$ cat src/rtl/dstream_pkg.sv
// Shared definitions for the dstream data-stream fabric: default widths,
// pointer sizing and the elaboration-time parameter check for stream FIFOs.

`ifndef DSTREAM_PKG_SV
`define DSTREAM_PKG_SV

package dstream_pkg;

  // Defaults shared by every stream block so the fabric agrees on one width.
  localparam int DSTREAM_N_DEFAULT     = 16;
  localparam int DSTREAM_DEPTH_DEFAULT = 8;

  // Pointer width: one index bit per power of two plus a wrap bit, so that
  // full and empty remain distinguishable when the index bits are equal.
  function automatic int ptr_w(input int depth);
    return $clog2(depth) + 1;
  endfunction

  // DEPTH must be a power of two and at least 2, and the almost-full
  // threshold must be reachable by the occupancy count (1..DEPTH).
  function automatic bit fifo_params_ok(input int depth, input int thresh);
    return (depth >= 2) && ((depth & (depth - 1)) == 0) &&
           (thresh >= 1) && (thresh <= depth);
  endfunction

endpackage

// Expands to a generate-time check; use inside a module body.
`define DSTREAM_CHECK_PARAMS(depth, thresh) \
  if (!dstream_pkg::fifo_params_ok(depth, thresh)) begin : g_bad_params \
    $error("dstream: illegal DEPTH/AFULL_THRESH combination"); \
  end

`endif

$ cat src/rtl/dstream_if.sv
// Valid/ready stream link. The producer drives valid and data, the consumer
// drives ready; a word moves on every rising edge where both are high.

interface dstream #(
  parameter int N = dstream_pkg::DSTREAM_N_DEFAULT
) ();

  logic         valid;
  logic         ready;
  logic [N-1:0] data;

  // Consumer-side view (the block receiving words).
  modport in  (input valid, input data, output ready);
  // Producer-side view (the block sending words).
  modport out (output valid, output data, input ready);

endinterface

$ cat src/rtl/dstream_fifo_mem.sv
// Simple dual-port storage for the stream FIFO: one synchronous write port,
// one asynchronous read port. Kept separate so it can be replaced by a
// block-RAM wrapper without touching the pointer logic.

module dstream_fifo_mem
  import dstream_pkg::*;
#(
  parameter int N     = DSTREAM_N_DEFAULT,
  parameter int DEPTH = DSTREAM_DEPTH_DEFAULT
) (
  input  logic                      clk,
  input  logic                      we,
  input  logic [ptr_w(DEPTH)-2:0]   waddr,
  input  logic [N-1:0]              wdata,
  input  logic [ptr_w(DEPTH)-2:0]   raddr,
  output logic [N-1:0]              rdata
);

  logic [N-1:0] mem_q [DEPTH];

  // Write port: capture the pushed word at the write index.
  // NOTE: storage has no reset; stale words are never visible because the
  // pointers decide what is valid, and a reset here would block RAM inference.
  always_ff @(posedge clk) begin
    if (we) begin
      mem_q[waddr] <= wdata;
    end
  end

  // Read port is combinational so the head word falls through to the output.
  assign rdata = mem_q[raddr];

endmodule

$ cat src/rtl/dstream_fifo.sv
// First-word-fall-through FIFO between two dstream links, with occupancy
// count, almost-full flag and synchronous flush. Storage lives in
// dstream_fifo_mem; pointers, flags and handshakes are handled here.

module dstream_fifo
  import dstream_pkg::*;
#(
  parameter int N            = DSTREAM_N_DEFAULT,
  parameter int DEPTH        = DSTREAM_DEPTH_DEFAULT,
  parameter int AFULL_THRESH = DEPTH - 2
) (
  input  logic                     clk,
  input  logic                     rst_n,
  input  logic                     flush,
  dstream.in                       x,
  dstream.out                      y,
  output logic [ptr_w(DEPTH)-1:0]  level,
  output logic                     almost_full
);

  localparam int PW = ptr_w(DEPTH);
  localparam int AW = PW - 1;

  localparam logic [PW-1:0] PTR_ONE = PW'(1);
  localparam logic [PW-1:0] AFULL_L = PW'(AFULL_THRESH);

  `DSTREAM_CHECK_PARAMS(DEPTH, AFULL_THRESH)

  logic [PW-1:0] wr_ptr_q, wr_ptr_d;
  logic [PW-1:0] rd_ptr_q, rd_ptr_d;
  logic [PW-1:0] level_q,  level_d;

  logic          empty;
  logic          full;
  logic          push;
  logic          pop;
  logic [N-1:0]  mem_rdata;

  // Occupancy flags from the wrap-bit pointer scheme.
  assign empty = (wr_ptr_q == rd_ptr_q);
  assign full  = (wr_ptr_q[AW-1:0] == rd_ptr_q[AW-1:0]) &&
                 (wr_ptr_q[AW] != rd_ptr_q[AW]);

  // Ready depends only on state, flush and reset, never on x.valid or
  // y.ready, so no combinational path runs through the block. Including
  // rst_n makes ready drop the moment reset is asserted.
  assign x.ready = !full && !flush && rst_n;
  assign y.valid = !empty && !flush;
  assign y.data  = mem_rdata;

  assign push = x.valid && x.ready;
  assign pop  = y.valid && y.ready;

  // Next-state for pointers and level; flush overrides both handshakes.
  // NOTE: every output of this block gets a default first so no path
  // leaves a value unassigned and no latch is inferred.
  always_comb begin
    wr_ptr_d = wr_ptr_q;
    rd_ptr_d = rd_ptr_q;
    if (flush) begin
      rd_ptr_d = wr_ptr_q;
    end else begin
      if (push) wr_ptr_d = wr_ptr_q + PTR_ONE;
      if (pop)  rd_ptr_d = rd_ptr_q + PTR_ONE;
    end
    level_d = wr_ptr_d - rd_ptr_d;
  end

  // State registers; level is registered alongside the pointers.
  // NOTE: sequential state uses non-blocking assignments so every flop
  // samples the pre-edge values regardless of statement order.
  always_ff @(posedge clk or negedge rst_n) begin
    if (!rst_n) begin
      wr_ptr_q <= '0;
      rd_ptr_q <= '0;
      level_q  <= '0;
    end else begin
      wr_ptr_q <= wr_ptr_d;
      rd_ptr_q <= rd_ptr_d;
      level_q  <= level_d;
    end
  end

  assign level       = level_q;
  // Derived from the registered level only, so it never glitches with inputs.
  assign almost_full = (level_q >= AFULL_L);

  dstream_fifo_mem #(
    .N     (N),
    .DEPTH (DEPTH)
  ) u_mem (
    .clk   (clk),
    .we    (push),
    .waddr (wr_ptr_q[AW-1:0]),
    .wdata (x.data),
    .raddr (rd_ptr_q[AW-1:0]),
    .rdata (mem_rdata)
  );

`ifndef SYNTHESIS
  // Internal consistency: level always equals the pointer distance and
  // never exceeds the capacity; nothing is written while full.
  a_level_matches : assert property (@(posedge clk) disable iff (!rst_n)
    level_q == PW'(wr_ptr_q - rd_ptr_q));
  a_level_bound : assert property (@(posedge clk) disable iff (!rst_n)
    level_q <= PW'(DEPTH));
  a_no_push_full : assert property (@(posedge clk) disable iff (!rst_n)
    full |-> !push);
`endif

endmodule

$ cat src/flat_wrapper.sv
// flat-port wrapper written by rule: the top's interface ports become plain ports
module dstream_fifo_flat import dstream_pkg::*;
#(
  parameter int N            = DSTREAM_N_DEFAULT,
  parameter int DEPTH        = DSTREAM_DEPTH_DEFAULT,
  parameter int AFULL_THRESH = DEPTH - 2
)
  (clk, rst_n, flush, level, almost_full, x_valid, x_data, x_ready, y_valid, y_data, y_ready);
  dstream #(.N(N)) x_i ();
  dstream #(.N(N)) y_i ();
  input  logic clk;
  input  logic rst_n;
  input  logic flush;
  output logic [ptr_w(DEPTH)-1:0] level;
  output logic almost_full;
  input wire logic [$bits(x_i.valid)-1:0] x_valid;
  input wire logic [$bits(x_i.data)-1:0] x_data;
  output wire logic [$bits(x_i.ready)-1:0] x_ready;
  output wire logic [$bits(y_i.valid)-1:0] y_valid;
  output wire logic [$bits(y_i.data)-1:0] y_data;
  input wire logic [$bits(y_i.ready)-1:0] y_ready;
  assign x_i.valid = x_valid;
  assign x_i.data = x_data;
  assign x_ready = x_i.ready;
  assign y_valid = y_i.valid;
  assign y_data = y_i.data;
  assign y_i.ready = y_ready;
  dstream_fifo #(.N(N), .DEPTH(DEPTH), .AFULL_THRESH(AFULL_THRESH)) u_core (.clk(clk), .rst_n(rst_n), .flush(flush), .x(x_i), .y(y_i), .level(level), .almost_full(almost_full));
endmodule
$ cat config.mk
export PLATFORM = sky130hd
export DESIGN_NAME = dstream_fifo_flat
export DESIGN_NICKNAME = d
export VERILOG_FILES = /design/src/rtl/dstream_pkg.sv /design/src/rtl/dstream_if.sv /design/src/rtl/dstream_fifo_mem.sv /design/src/rtl/dstream_fifo.sv /design/src/flat_wrapper.sv
export SDC_FILE = /design/constraint.sdc
export NUM_CORES = 1
export LEC_CHECK = 0
export BUFFER_PORTS_ARGS = -buffer_cell sky130_fd_sc_hd__buf_2
export CORE_ASPECT_RATIO = 1.4
export CORE_UTILIZATION = 60
export CTS_CLUSTER_SIZE = 25
export DETAILED_ROUTE_END_ITERATION = 12
export MAX_ROUTING_LAYER = met4
export PLACE_DENSITY = 0.8
export SYNTH_ARGS = -nofsm -noshare
export SYNTH_HDL_FRONTEND = slang
export SYNTH_SLANG_ARGS = --single-unit
$ cat constraint.sdc
create_clock -name clk -period 8.96 [get_ports clk]
set_input_delay 1.344 -clock clk [delete_from_list [all_inputs] [get_ports clk]]
set_output_delay 1.344 -clock clk [all_outputs]
set_load 0.01 [all_outputs]
==> results.txt, run 1 <==
----------------------------------------------------
[CTS]
  Clk slew on worst S/H paths ... around 0.050 ns
  Total of hold buffers inserted after clock tree synthesis ... 0
  Root Buffer ... sky130_fd_sc_hd__clkbuf_16
  Clock buffer depth ... 2
  Clock tree sinks ... between 100 and 150
  CTS H-Tree Depth ... 4
  Number of CTS-inserted buffers ... 17
  CTS tree ... built
  Clock latency at the later pin of the worst-skew pair ... ~0.42 ns
  Post CTS Setup Buffer Count ... 0
  Resized cells post-CTS ... 0

[Hold path]
  Path class of the lowest-slack min-delay path ... reg2reg
  Hold worst-path end ... u_core.wr_ptr_q[3]
  Min-Delay Startpoint ... u_core.wr_ptr_q[3]
  Number of cells on the worst hold path ... 1

[Timing]
  Ratio of final minimum period to clock period ... approximately 45%
  Final Hold Vio Count ... 0
  Final worst path period need ... 4.009 ns
  Final-report setup violation count ... 0
  Max_slew headroom ... 29.99%
  Unrepaired setup endpoints after global routing ... false
  Maximum clock skew at final layout ... 0.01008 ns
  Setup TNS after final layout ... 0 ns
  Count of pins over their slew limit ... 0
  Fmax ... roughly 250 MHz
  Actual transition at the worst max-transition pin ... ~1.1 ns

[Placement]
  Standard cell area after detailed placement ... 6005 um^2
  Total half-perimeter wirelength after legalization and detailed placement ... 5881 um
  Placer's final routability congestion estimate ... between 0.8 and 0.9
  Port Buffer Count ... 43

[Run status]
  Result of the run ... finished, violations left
  Violations in the final reports ... DRC

[Yosys]
  Nets in the synthesized netlist ... approximately 300
  Portion of the post-synthesis area used by sequential elements ... about 73%
  Netlist area before placement ... around 5600 um^2
  Synthesized area divided by synthesized cell count ... ~21 um^2
  Synth Instances ... between 200 and 300
  Unique masters post-synth ... 34
  Number of flops mapped to enable cells by yosys ... 128
  Synth area leader ... sky130_fd_sc_hd__edfxtp_1
  Top-area cell type share of the netlist area ... between 60% and 70%
  Most used DFF post-synth ... sky130_fd_sc_hd__edfxtp_1
  Number of warnings reported in the yosys synthesis log ... 0
  Fraction of registers with async set/reset ... 8.571%
  Count of state elements after synthesis ... 140
  Main area contributors after synthesis ... sky130_fd_sc_hd__edfxtp_1 68%, sky130_fd_sc_hd__mux4_2 13%, sky130_fd_sc_hd__dfrtp_1 5.3%

[Cells and area]
  Area overhead of the layout relative to synthesis ... 16.46%
  Number of nets in the final layout ... about 360
  Most common library cell in the layout ignoring fill and taps ... sky130_fd_sc_hd__edfxtp_1
  Fraction of final layout cells with drive strength greater than 1 ... 41.00%
  Leading cell types in the layout, fill and taps excluded ... 128 x sky130_fd_sc_hd__edfxtp_1, 43 x sky130_fd_sc_hd__buf_2, 32 x sky130_fd_sc_hd__mux4_2
  Antenna cells ... 0
  Final design area excluding fillers ... between 6000 and 7000 um^2

[Floorplanning]
  Row cnt ... 41
  Initial cell density of the core ... around 62%
  Die extent in x ... 84.01 um
  Area of the core ... between 9000 and 10000 um^2
  Count of pins on the block boundary ... between 40 and 50
  Die area ... about 9800 um^2
  Floorplan die height ... between 100 and 150 um

[Worst setup path]
  Crit start category ... register
  Setup slack on the worst flop-to-flop path ... between 5 and 6 ns
  Critical Path Fanout Max ... 19
  Startpoint-to-endpoint class of the critical path ... reg2out
  R2r endpoint ... u_core.u_mem.mem_q[6][7]
  Count of cells along the worst register-to-register path ... 6
  Worst endpoint data arrival time ... about 2.7 ns
  Critical path data required time ... between 7 and 8 ns
  R2r startpoint ... u_core.rd_ptr_q[2]
  Nature of the critical path endpoint ... output port

[Pwr]
  Total power divided by cell area ... between 300 and 400 nW/um^2
  Relative contribution of sequential cells to total power ... 40.2%
  Internal power consumption ... ~0.0015 W
  Net switching fraction of the power ... about 29%
  Proportion of power drawn by combinational gates ... about 28%
  Worst IR drop on VDD ... 0.0002169 V
  Net switching component of the power ... roughly 0.00061 W
  Clock network fraction of design power ... between 30 and 40%
  Leakage dissipation ... between 2 and 2.5 nW

[Detailed routing]
  Met3 wire length ... approximately 510 um
  DRC violation count after routing ... 9
  WL met2 ... roughly 5300 um
  Number of nets still failing antenna checks after routing ... 0
  DR vias ... 2735
  Mean routed wirelength per cell ... 22.84 um
  Top routing layer in use ... met4
  Via/cell ratio ... between 6 and 7
  Wl on met1 ... between 4000 and 5000 um
  First-pass DRT Iterations ... 9
  Final routed wirelength across all metal layers ... slightly above 10000 um
  Number of DRC violations after detailed-routing iteration 0 ... between 200 and 250

[GRT]
  Residual overflow from global routing ... 0
  Number of antenna violations at the first check in global routing ... 0
  GRT Util Overall ... about a quarter
  Global-route wire length before repair ... 15840 um
  Via count of the first global-routing pass ... around 2700
  Maximum number of pins on one net before global-route repair ... 37

[Run]
  Number of max-capacitance violations reported ... 0

----------------------------------------------------
==> cell type report <==
cell class / instances / area, um^2
multi-input cells: 111 / 1416
flip-flops and latches: 140 / 4145
inverters: 7 / 26.28
fillers: 512 / 2501
clock inverters: 12 / 148.9
repair buffers: 52 / 282.8
well taps: 107 / 133.9
clock buffers: 17 / 425.4
==> layer usage <==
layer / global-route usage (%) / up-vias
li1: - / 1213
met1: 30.86 / 1418
met2: 37.43 / 89
met3: 6.031 / 15
met4: 10.80 / 0
met5: - / -
==> how the worst max path moves through the flow <==
stage	start	end	slack, ns	cells past startpoint
final	u_core.rd_ptr_q[0]	y_data[5]	4.95	4
after global placement	rst_n	u_core.u_mem.mem_q[3][12]	5.30	6
after detailed placement	rst_n	u_core.u_mem.mem_q[6][10]	5.21	6
after global routing	u_core.rd_ptr_q[0]	y_data[5]	4.79	4
after floorplan	flush	u_core.u_mem.mem_q[4][0]	4.88	4
after CTS	u_core.rd_ptr_q[0]	y_data[5]	4.90	4
==> metrics by stage <==
step                instances  hold WS (ns)  util (%)  power [W]  worst slack [ns]
global placement          417        0.5818     66.13   0.001441             5.303
global route              446        0.6318     72.45   0.002217             4.789
CTS                       446        0.6047     72.45   0.002138             4.899
floorplan                 274        0.5683         -   0.001299             4.884
detailed placement        417        0.5962     66.13   0.001451             5.214
finish                    446        0.5976     72.45   0.002122             4.951
==> registers in the layout, summed over array words and instances (netlist names) <==
name                flops
u_core.rd_ptr_q         4
u_core.level            4
u_core.wr_ptr_q         4
u_core.u_mem.mem_q    128
==> cells in the mapped netlist, drive strengths merged (4+ instances only) <==
cell      n
ha        5
xnor2     8
buf       9
nand2    10
mux2     17
mux4     32
a21oi     7
dfrtp    12
o21ai     4
inv       7
edfxtp  128
clkbuf    7
xor2      5
==> cells by family (layout without fill, tap and decap cells) <==
family | count (synthesis) | count (layout) | synth area share (%)
AO/OA/AOI/OAI | 17 | 17 | 2.016
XOR/XNOR | 13 | 13 | 2.016
adder cells (fa/ha/maj) | 6 | 6 | 1.462
buffers and inverters | 23 | 88 | 2.082
flip-flops | 140 | 140 | 73.36
multiplexers | 51 | 51 | 16.50
AND/OR/NAND/NOR | 24 | 24 | 2.570
==> power groups by stage <==
stage               clock (W)  combinational, W  sequential, W
finish               0.000686          0.000583       0.000852
global route         0.000719          0.000636       0.000863
CTS                  0.000691          0.000593       0.000854
detailed placement          0          0.000585       0.000866
global placement            0          0.000578       0.000863
floorplan                   0          0.000497       0.000802
==> worst max-delay path, stage by stage (launching register included) <==
cell and delay [ns]:
sky130_fd_sc_hd__dfrtp_2 0.75, sky130_fd_sc_hd__buf_4 0.46, sky130_fd_sc_hd__mux4_2 0.57, sky130_fd_sc_hd__mux2_2 0.30
sky130_fd_sc_hd__buf_2 0.15
(Power assumes the default switching activity.)
==> run 2: changes to the inputs <==
--- a/config.mk
+++ b/config.mk
@@ -7,11 +7,11 @@
 export LEC_CHECK = 0
 export BUFFER_PORTS_ARGS = -buffer_cell sky130_fd_sc_hd__buf_2
 export CORE_ASPECT_RATIO = 1.4
-export CORE_UTILIZATION = 60
+export CORE_UTILIZATION = 53
 export CTS_CLUSTER_SIZE = 25
 export DETAILED_ROUTE_END_ITERATION = 12
 export MAX_ROUTING_LAYER = met4
-export PLACE_DENSITY = 0.8
+export PLACE_DENSITY = 0.75
 export SYNTH_ARGS = -nofsm -noshare
 export SYNTH_HDL_FRONTEND = slang
 export SYNTH_SLANG_ARGS = --single-unit
==> constraint.sdc (replaced) <==
create_clock -name clk -period 3.4 [get_ports clk]
set_input_delay 0.51 -clock clk [delete_from_list [all_inputs] [get_ports clk]]
set_output_delay 0.51 -clock clk [all_outputs]
set_load 0.01 [all_outputs]
==> results.txt, run 2 (synthesis results as in run 1) <==
----------------------------------------------------
[CTS]
  Root Buffer ... sky130_fd_sc_hd__clkbuf_16
  CTS tree ... built
  CTS H-Tree Depth ... 4 (unchanged)
  Number of CTS-inserted buffers ... 17 (unchanged)
  Clock tree sinks ... 140 (unchanged)
  Total of hold buffers inserted after clock tree synthesis ... 1 (+1)
  Resized cells post-CTS ... 0 (unchanged)
  Clock buffer depth ... 2 (unchanged)
  Clk slew on worst S/H paths ... 0.06 ns (about the same)
  Clock latency at the later pin of the worst-skew pair ... 0.42 ns (about the same)
  Post CTS Setup Buffer Count ... 0 (unchanged)

[Cells and area]
  Largest register by flop count ... u_core.u_mem.mem_q
  Number of standard cells in the layout, taps in and fillers out ... 487 (+9.2%)
  Max reg flops ... 128 (unchanged)
  Antenna cells ... 0 (unchanged)
  Leading cell types in the layout, fill and taps excluded ... 128 x sky130_fd_sc_hd__edfxtp_1, 43 x sky130_fd_sc_hd__buf_2, 32 x sky130_fd_sc_hd__mux4_2
  Number of nets in the final layout ... 363 (+2.0%)
  Area overhead of the layout relative to synthesis ... 18.52%
  Most common library cell in the layout ignoring fill and taps ... sky130_fd_sc_hd__edfxtp_1
  Fraction of final layout cells with drive strength greater than 1 ... 41.26% (+0.26 points)

[Worst setup path]
  Nature of the critical path endpoint ... output port
  Critical Path Fanout Max ... 23 (+4)
  Crit start category ... register
  Critical path data required time ... 2.89 ns (-4.73 ns)
  Startpoint-to-endpoint class of the critical path ... reg2out
  Worst endpoint data arrival time ... 2.62 ns (-0.04 ns)

[Timing]
  Max_slew headroom ... 66.00% (+36 points)
  Count of pins over their slew limit ... 0 (unchanged)
  Unrepaired setup endpoints after global routing ... false
  Final-report setup violation count ... 0 (unchanged)
  Final Hold Vio Count ... 0 (unchanged)
  Final worst path period need ... 3.134 ns
  Ratio of final minimum period to clock period ... between 90 and 100%
  Fmax ... 319.1 MHz
  Maximum clock skew at final layout ... 0.02722 ns (+0.01713 ns)
  Setup TNS after final layout ... 0 ns (unchanged)
  Actual transition at the worst max-transition pin ... 0.5083 ns (-0.5419 ns)

[Placement]
  Total half-perimeter wirelength after legalization and detailed placement ... 6037 um (+2.7%)
  Placer's final routability congestion estimate ... 0.7615 (-6.4%)
  Port Buffer Count ... 43 (unchanged)
  Post-Place Cells ... 454 (+8.9%)

[Pwr]
  Total power divided by cell area ... 840.4 nW/um^2 (+160%)
  Leakage dissipation ... 2.323 nW (+1.9%)
  Worst IR drop on VDD ... 0.0003915 V (+80%)

[Floorplanning]
  Initial cell density of the core ... 54.58% (-7.6 points)
  Die extent in x ... 89.26 um (+6.2%)
  Count of pins on the block boundary ... 44 (unchanged)
  Row cnt ... 44 (+7.3%)
  Floorplan die height ... 124.2 um (+6.3%)
  Die area ... 11080 um^2 (+13%)
  Area of the core ... 10350 um^2 (+14%)

[Detailed routing]
  DRC violation count after routing ... 0 (-9)
  Via/cell ratio ... 5.686 (-7.3%)
  First-pass DRT Iterations ... 4 (-5)
  Final routed wirelength across all metal layers ... 10660 um (+4.7%)
  Mean routed wirelength per cell ... 21.89 um (-4.2%)
  Number of nets still failing antenna checks after routing ... 0 (unchanged)
  DR vias ... 2769 (+1.2%)
  Number of DRC violations after detailed-routing iteration 0 ... 138 (-31%)

[GRT]
  Global-route wire length before repair ... 16260 um (+2.6%)
  Via count of the first global-routing pass ... 2885 (+5.5%)
  Number of antenna violations at the first check in global routing ... 0 (unchanged)
  Residual overflow from global routing ... 0 (unchanged)
  Maximum number of pins on one net before global-route repair ... 36 (-2.7%)
  GRT Util Overall ... 22.81% (-1.3 points)

[Run status]
  Result of the run ... finished clean

[Hold path]
  Path class of the lowest-slack min-delay path ... in2reg

[Run]
  Number of max-capacitance violations reported ... 0 (unchanged)

----------------------------------------------------
==> run 2: per-layer routing <==
metal / share of wire, % / wire [um] / track usage [%]
met5: 0 / 0 / -
met1: 38 / 4097 / 25.05
met4: 2.0 / 215 / 12.90
met3: 3.2 / 346 / 5.898
met2: 56 / 6000 / 37.50
==> run 2: stage by stage <==
stage	worst slack [ns]	utilization, %	hold slack, ns	total power (W)	area [um^2]
after floorplan	0.09850	-	0.2144	0.003428	5662
after global placement	0.7159	58.99	0.4081	0.003820	6106
after detailed placement	0.6165	58.99	0.4132	0.003881	6106
after CTS	0.1926	64.69	0.3419	0.005682	6695
after global routing	0.1244	64.69	0.3568	0.005889	6695
final	0.2661	64.69	0.3538	0.005627	6695
==> run 2: layout make-up <==
| type | instances | area, um^2 |
|---|---|---|
| clock buffer | 17 | 425.4 |
| clock inverter | 15 | 153.9 |
| fill | 716 | 3655 |
| inverter | 7 | 26.28 |
| multi-input combinational | 111 | 1434 |
| sequential | 140 | 4145 |
| tap | 138 | 172.7 |
| timing repair buffer | 59 | 337.8 |
==> run 2: critical path: stages (launching register included) <==
cell                      delay (ns)
sky130_fd_sc_hd__dfrtp_2        0.64
sky130_fd_sc_hd__buf_4          0.50
sky130_fd_sc_hd__mux4_2         0.59
sky130_fd_sc_hd__mux2_2         0.30
sky130_fd_sc_hd__buf_2          0.14
==> run 2: worst paths after layout <==
kind / start / endpoint / slack, ns / depth (start not counted)
setup / recovery: u_core.rd_ptr_q[0] / y_data[4] / 0.27 / 4
hold / removal: x_data[9] / u_core.u_mem.mem_q[3][9] / 0.35 / 1
setup reg to reg: u_core.wr_ptr_q[3] / u_core.level[3] / 0.60 / 10
hold reg to reg: u_core.rd_ptr_q[3] / u_core.rd_ptr_q[3] / 0.64 / 2
max in group asynchronous: rst_n / u_core.wr_ptr_q[2] / 2.66 / 2
min in group asynchronous: rst_n / u_core.rd_ptr_q[2] / 0.50 / 2
==> run 2: report_power, final <==
part | total [W] | switching, W | internal (W)
clock | 0.00180 | 0.000661 | 0.00113
sequential | 0.00220 | 0.000176 | 0.00202
combinational | 0.00163 | 0.000798 | 0.000835
total | 0.00563 | 0.00164 | 0.00399
==> run 3: changes to the inputs <==
--- a/config.mk
+++ b/config.mk
@@ -6,7 +6,6 @@
 export NUM_CORES = 1
 export LEC_CHECK = 0
 export BUFFER_PORTS_ARGS = -buffer_cell sky130_fd_sc_hd__buf_2
-export CORE_ASPECT_RATIO = 1.4
 export CORE_UTILIZATION = 53
 export CTS_CLUSTER_SIZE = 25
 export DETAILED_ROUTE_END_ITERATION = 12
==> constraint.sdc (replaced) <==
create_clock -name clk -period 3.4 [get_ports clk]
set_input_delay 0.51 -clock clk [delete_from_list [all_inputs] [get_ports clk]]
set_output_delay 0.51 -clock clk [all_outputs]
set_load 0.05 [all_outputs]
==> results.txt, run 3 (synthesis results as in run 1) <==
----------------------------------------------------
[Placement]
  Port Buffer Count ... 43 (unchanged)
  Standard cell area after detailed placement ... 6122 um^2 (+0.27%)
  Placer's final routability congestion estimate ... 0.7873 (+3.4%)
  Total half-perimeter wirelength after legalization and detailed placement ... 5907 um (-2.2%)

[Cells and area]
  Area overhead of the layout relative to synthesis ... 19.09%
  Area of the multi-input gates ... 1443 um^2 (+0.61%)
  Max reg flops ... 128 (unchanged)
  Leading cell types in the layout, fill and taps excluded ... 128 x sky130_fd_sc_hd__edfxtp_1, 43 x sky130_fd_sc_hd__buf_2, 32 x sky130_fd_sc_hd__mux4_2
  Most common library cell in the layout ignoring fill and taps ... sky130_fd_sc_hd__edfxtp_1
  Reg area ... 4145 um^2 (unchanged)
  Antenna cells ... 0 (unchanged)
  Number of nets in the final layout ... 361 (-0.55%)
  Largest register by flop count ... u_core.u_mem.mem_q
  Final design area excluding fillers ... 6728 um^2 (+0.49%)
  Fraction of final layout cells with drive strength greater than 1 ... 40.92% (-0.34 points)
  Filler cell count ... 661 (-7.7%)

[Worst setup path]
  Category of cells accounting for the largest share of critical-path delay ... multiplexers
  Worst path cell trace ... buf_4 > mux4_2 > mux2_2 > buf_2
  Critical Path Fanout Max ... 17 (-26%)
  Peak per-stage delay on the critical path ... 0.56 ns (-0.08 ns)
  Nature of the critical path endpoint ... output port
  Bufs and invs on worst path ... 2 (unchanged)
  Critical path data required time ... 2.89 ns (about the same)
  Startpoint-to-endpoint class of the critical path ... reg2out
  Crit start category ... register
  CP max stage cell ... sky130_fd_sc_hd__mux4_2
  Worst endpoint data arrival time ... 2.45 ns (-0.17 ns)

[Floorplanning]
  Area of the core ... 10320 um^2 (-0.25%)
  Die area ... 11080 um^2 (about the same)
  Count of pins on the block boundary ... 44 (unchanged)
  Floorplan die height ... 105.2 um (-15%)
  Die extent in x ... 105.2 um (+18%)
  Row cnt ... 37 (-16%)
  Initial cell density of the core ... 54.72% (+0.14 points)

[GRT]
  Residual overflow from global routing ... 0 (unchanged)
  Maximum number of pins on one net before global-route repair ... 36 (unchanged)
  Number of antenna violations at the first check in global routing ... 0 (unchanged)
  GRT Util Overall ... 21.69% (-1.1 points)
  Via count of the first global-routing pass ... 2852 (-1.1%)
  Global-route wire length before repair ... 16300 um (+0.25%)

[Pwr]
  Net switching component of the power ... 0.002207 W (+35%)
  Clock network fraction of design power ... 29.5% (-2.4 points)
  Total power divided by cell area ... 929.9 nW/um^2 (+11%)
  Worst IR drop on VDD ... 0.0005937 V (+52%)
  Net switching fraction of the power ... 35.28% (+6.2 points)
  Relative contribution of sequential cells to total power ... 34.8% (-4.3 points)
  Leakage dissipation ... 2.329 nW (+0.28%)
  Internal power consumption ... 0.004049 W (+1.5%)
  Proportion of power drawn by combinational gates ... 35.7% (+6.7 points)

[Timing]
  Setup TNS after final layout ... 0 ns (unchanged)
  Actual transition at the worst max-transition pin ... 0.5814 ns (+0.07311 ns)
  Final-report setup violation count ... 0 (unchanged)
  Final worst path period need ... 2.960 ns (-0.1736 ns)
  Final Hold Vio Count ... 0 (unchanged)
  Fmax ... 337.8 MHz (+5.9%)
  Count of pins over their slew limit ... 0 (unchanged)
  Ratio of final minimum period to clock period ... 87.07% (-5.1 points)
  Unrepaired setup endpoints after global routing ... false
  Max_slew headroom ... 61.24% (-4.8 points)
  Maximum clock skew at final layout ... 0.008112 ns (-0.01910 ns)

[Detailed routing]
  Via/cell ratio ... 5.743 (+1.0%)
  Number of nets still failing antenna checks after routing ... 0 (unchanged)
  Mean routed wirelength per cell ... 21.67 um (-0.98%)
  First-pass DRT Iterations ... 4 (unchanged)
  Final routed wirelength across all metal layers ... 10470 um (-1.8%)
  Number of DRC violations after detailed-routing iteration 0 ... 174 (+26%)
  DRC violation count after routing ... 0 (unchanged)
  DR vias ... 2774 (+0.18%)

[CTS]
  Clock buffer depth ... 2 (unchanged)
  Clock tree sinks ... 140 (unchanged)
  Clock latency at the later pin of the worst-skew pair ... 0.53 ns (+0.11 ns)
  Number of CTS-inserted buffers ... 17 (unchanged)
  Root Buffer ... sky130_fd_sc_hd__clkbuf_8
  CTS H-Tree Depth ... 4 (unchanged)
  Clk slew on worst S/H paths ... 0.06 ns (about the same)
  CTS tree ... built

[Hold path]
  Path class of the lowest-slack min-delay path ... in2reg

[Run]
  Number of max-capacitance violations reported ... 0 (unchanged)

[Run status]
  Result of the run ... finished clean

----------------------------------------------------
[run 3: cell types whose count changed in the layout (fill, tap and decap cells not counted), sizes merged]
cell,previous run,this run
clkinv,8,6
buf,58,56
clkbuf,17,20
bufinv,3,4
clkinvlp,3,1
[run 3: timing repair]
item                       CTS  global route
setup endpoints to repair    0             0
hold buffers                 1             0
setup buffers                0             0
gates resized for setup      0             0
hold endpoints to repair    12             0
[run 3: through the flow]
stage | total power [W] | cells | hold slack [ns] | setup slack [ns] | utilization [%]
2_1_floorplan | 0.004004 | 274 | 0.2144 | 0.07591 | -
3_3_place_gp | 0.004421 | 450 | 0.4802 | 0.7114 | 59.30
3_5_place_dp | 0.004454 | 450 | 0.4775 | 0.5879 | 59.30
4_1_cts | 0.006307 | 483 | 0.2348 | 0.3898 | 65.17
5_1_grt | 0.006515 | 483 | 0.2357 | 0.3239 | 65.17
6_report | 0.006256 | 483 | 0.2496 | 0.4396 | 65.17
[run 3: layout make-up]
type                    instances  share of cell area, %
clock inverters                12                  2.529
repair buffers                 57                  5.170
flip-flops and latches        140                  61.61
well taps                     136                  2.529
inverters                       7                 0.3906
multi-input cells             111                  21.44
clock buffers                  20                  6.323
[run 3: worst paths after layout]
kind                                    startpoint                  endpoint  slack, ns  cells past startpoint
worst max register to register  u_core.wr_ptr_q[0]           u_core.level[3]       0.52                     10
worst min-delay path                     x_data[7]  u_core.u_mem.mem_q[6][7]       0.25                      1
worst min register to register  u_core.rd_ptr_q[3]        u_core.rd_ptr_q[3]       0.62                      2
min in group asynchronous                    rst_n           u_core.level[2]       0.47                      3
max in group asynchronous                    rst_n        u_core.rd_ptr_q[0]       2.75                      3
worst max-delay path            u_core.rd_ptr_q[0]                 y_data[6]       0.44                      4
[run 3: power by group through the flow]
stage                     logic, W  clock network (W)  registers, W
after floorplan            0.00182                  0       0.00219
after global placement     0.00222                  0       0.00220
after detailed placement   0.00224                  0       0.00221
after CTS                  0.00226            0.00187       0.00218
after global routing       0.00237            0.00194       0.00220
final                      0.00223            0.00184       0.00218
[run 3: routing by layer]
metal  global-route usage (%)  vias up  wire, um
met2                    32.10       82      5270
li1                         -     1231         -
met1                    28.20     1450      4579
met3                    7.174       11       506
met4                    8.249        0       112
met5                        -        -         0
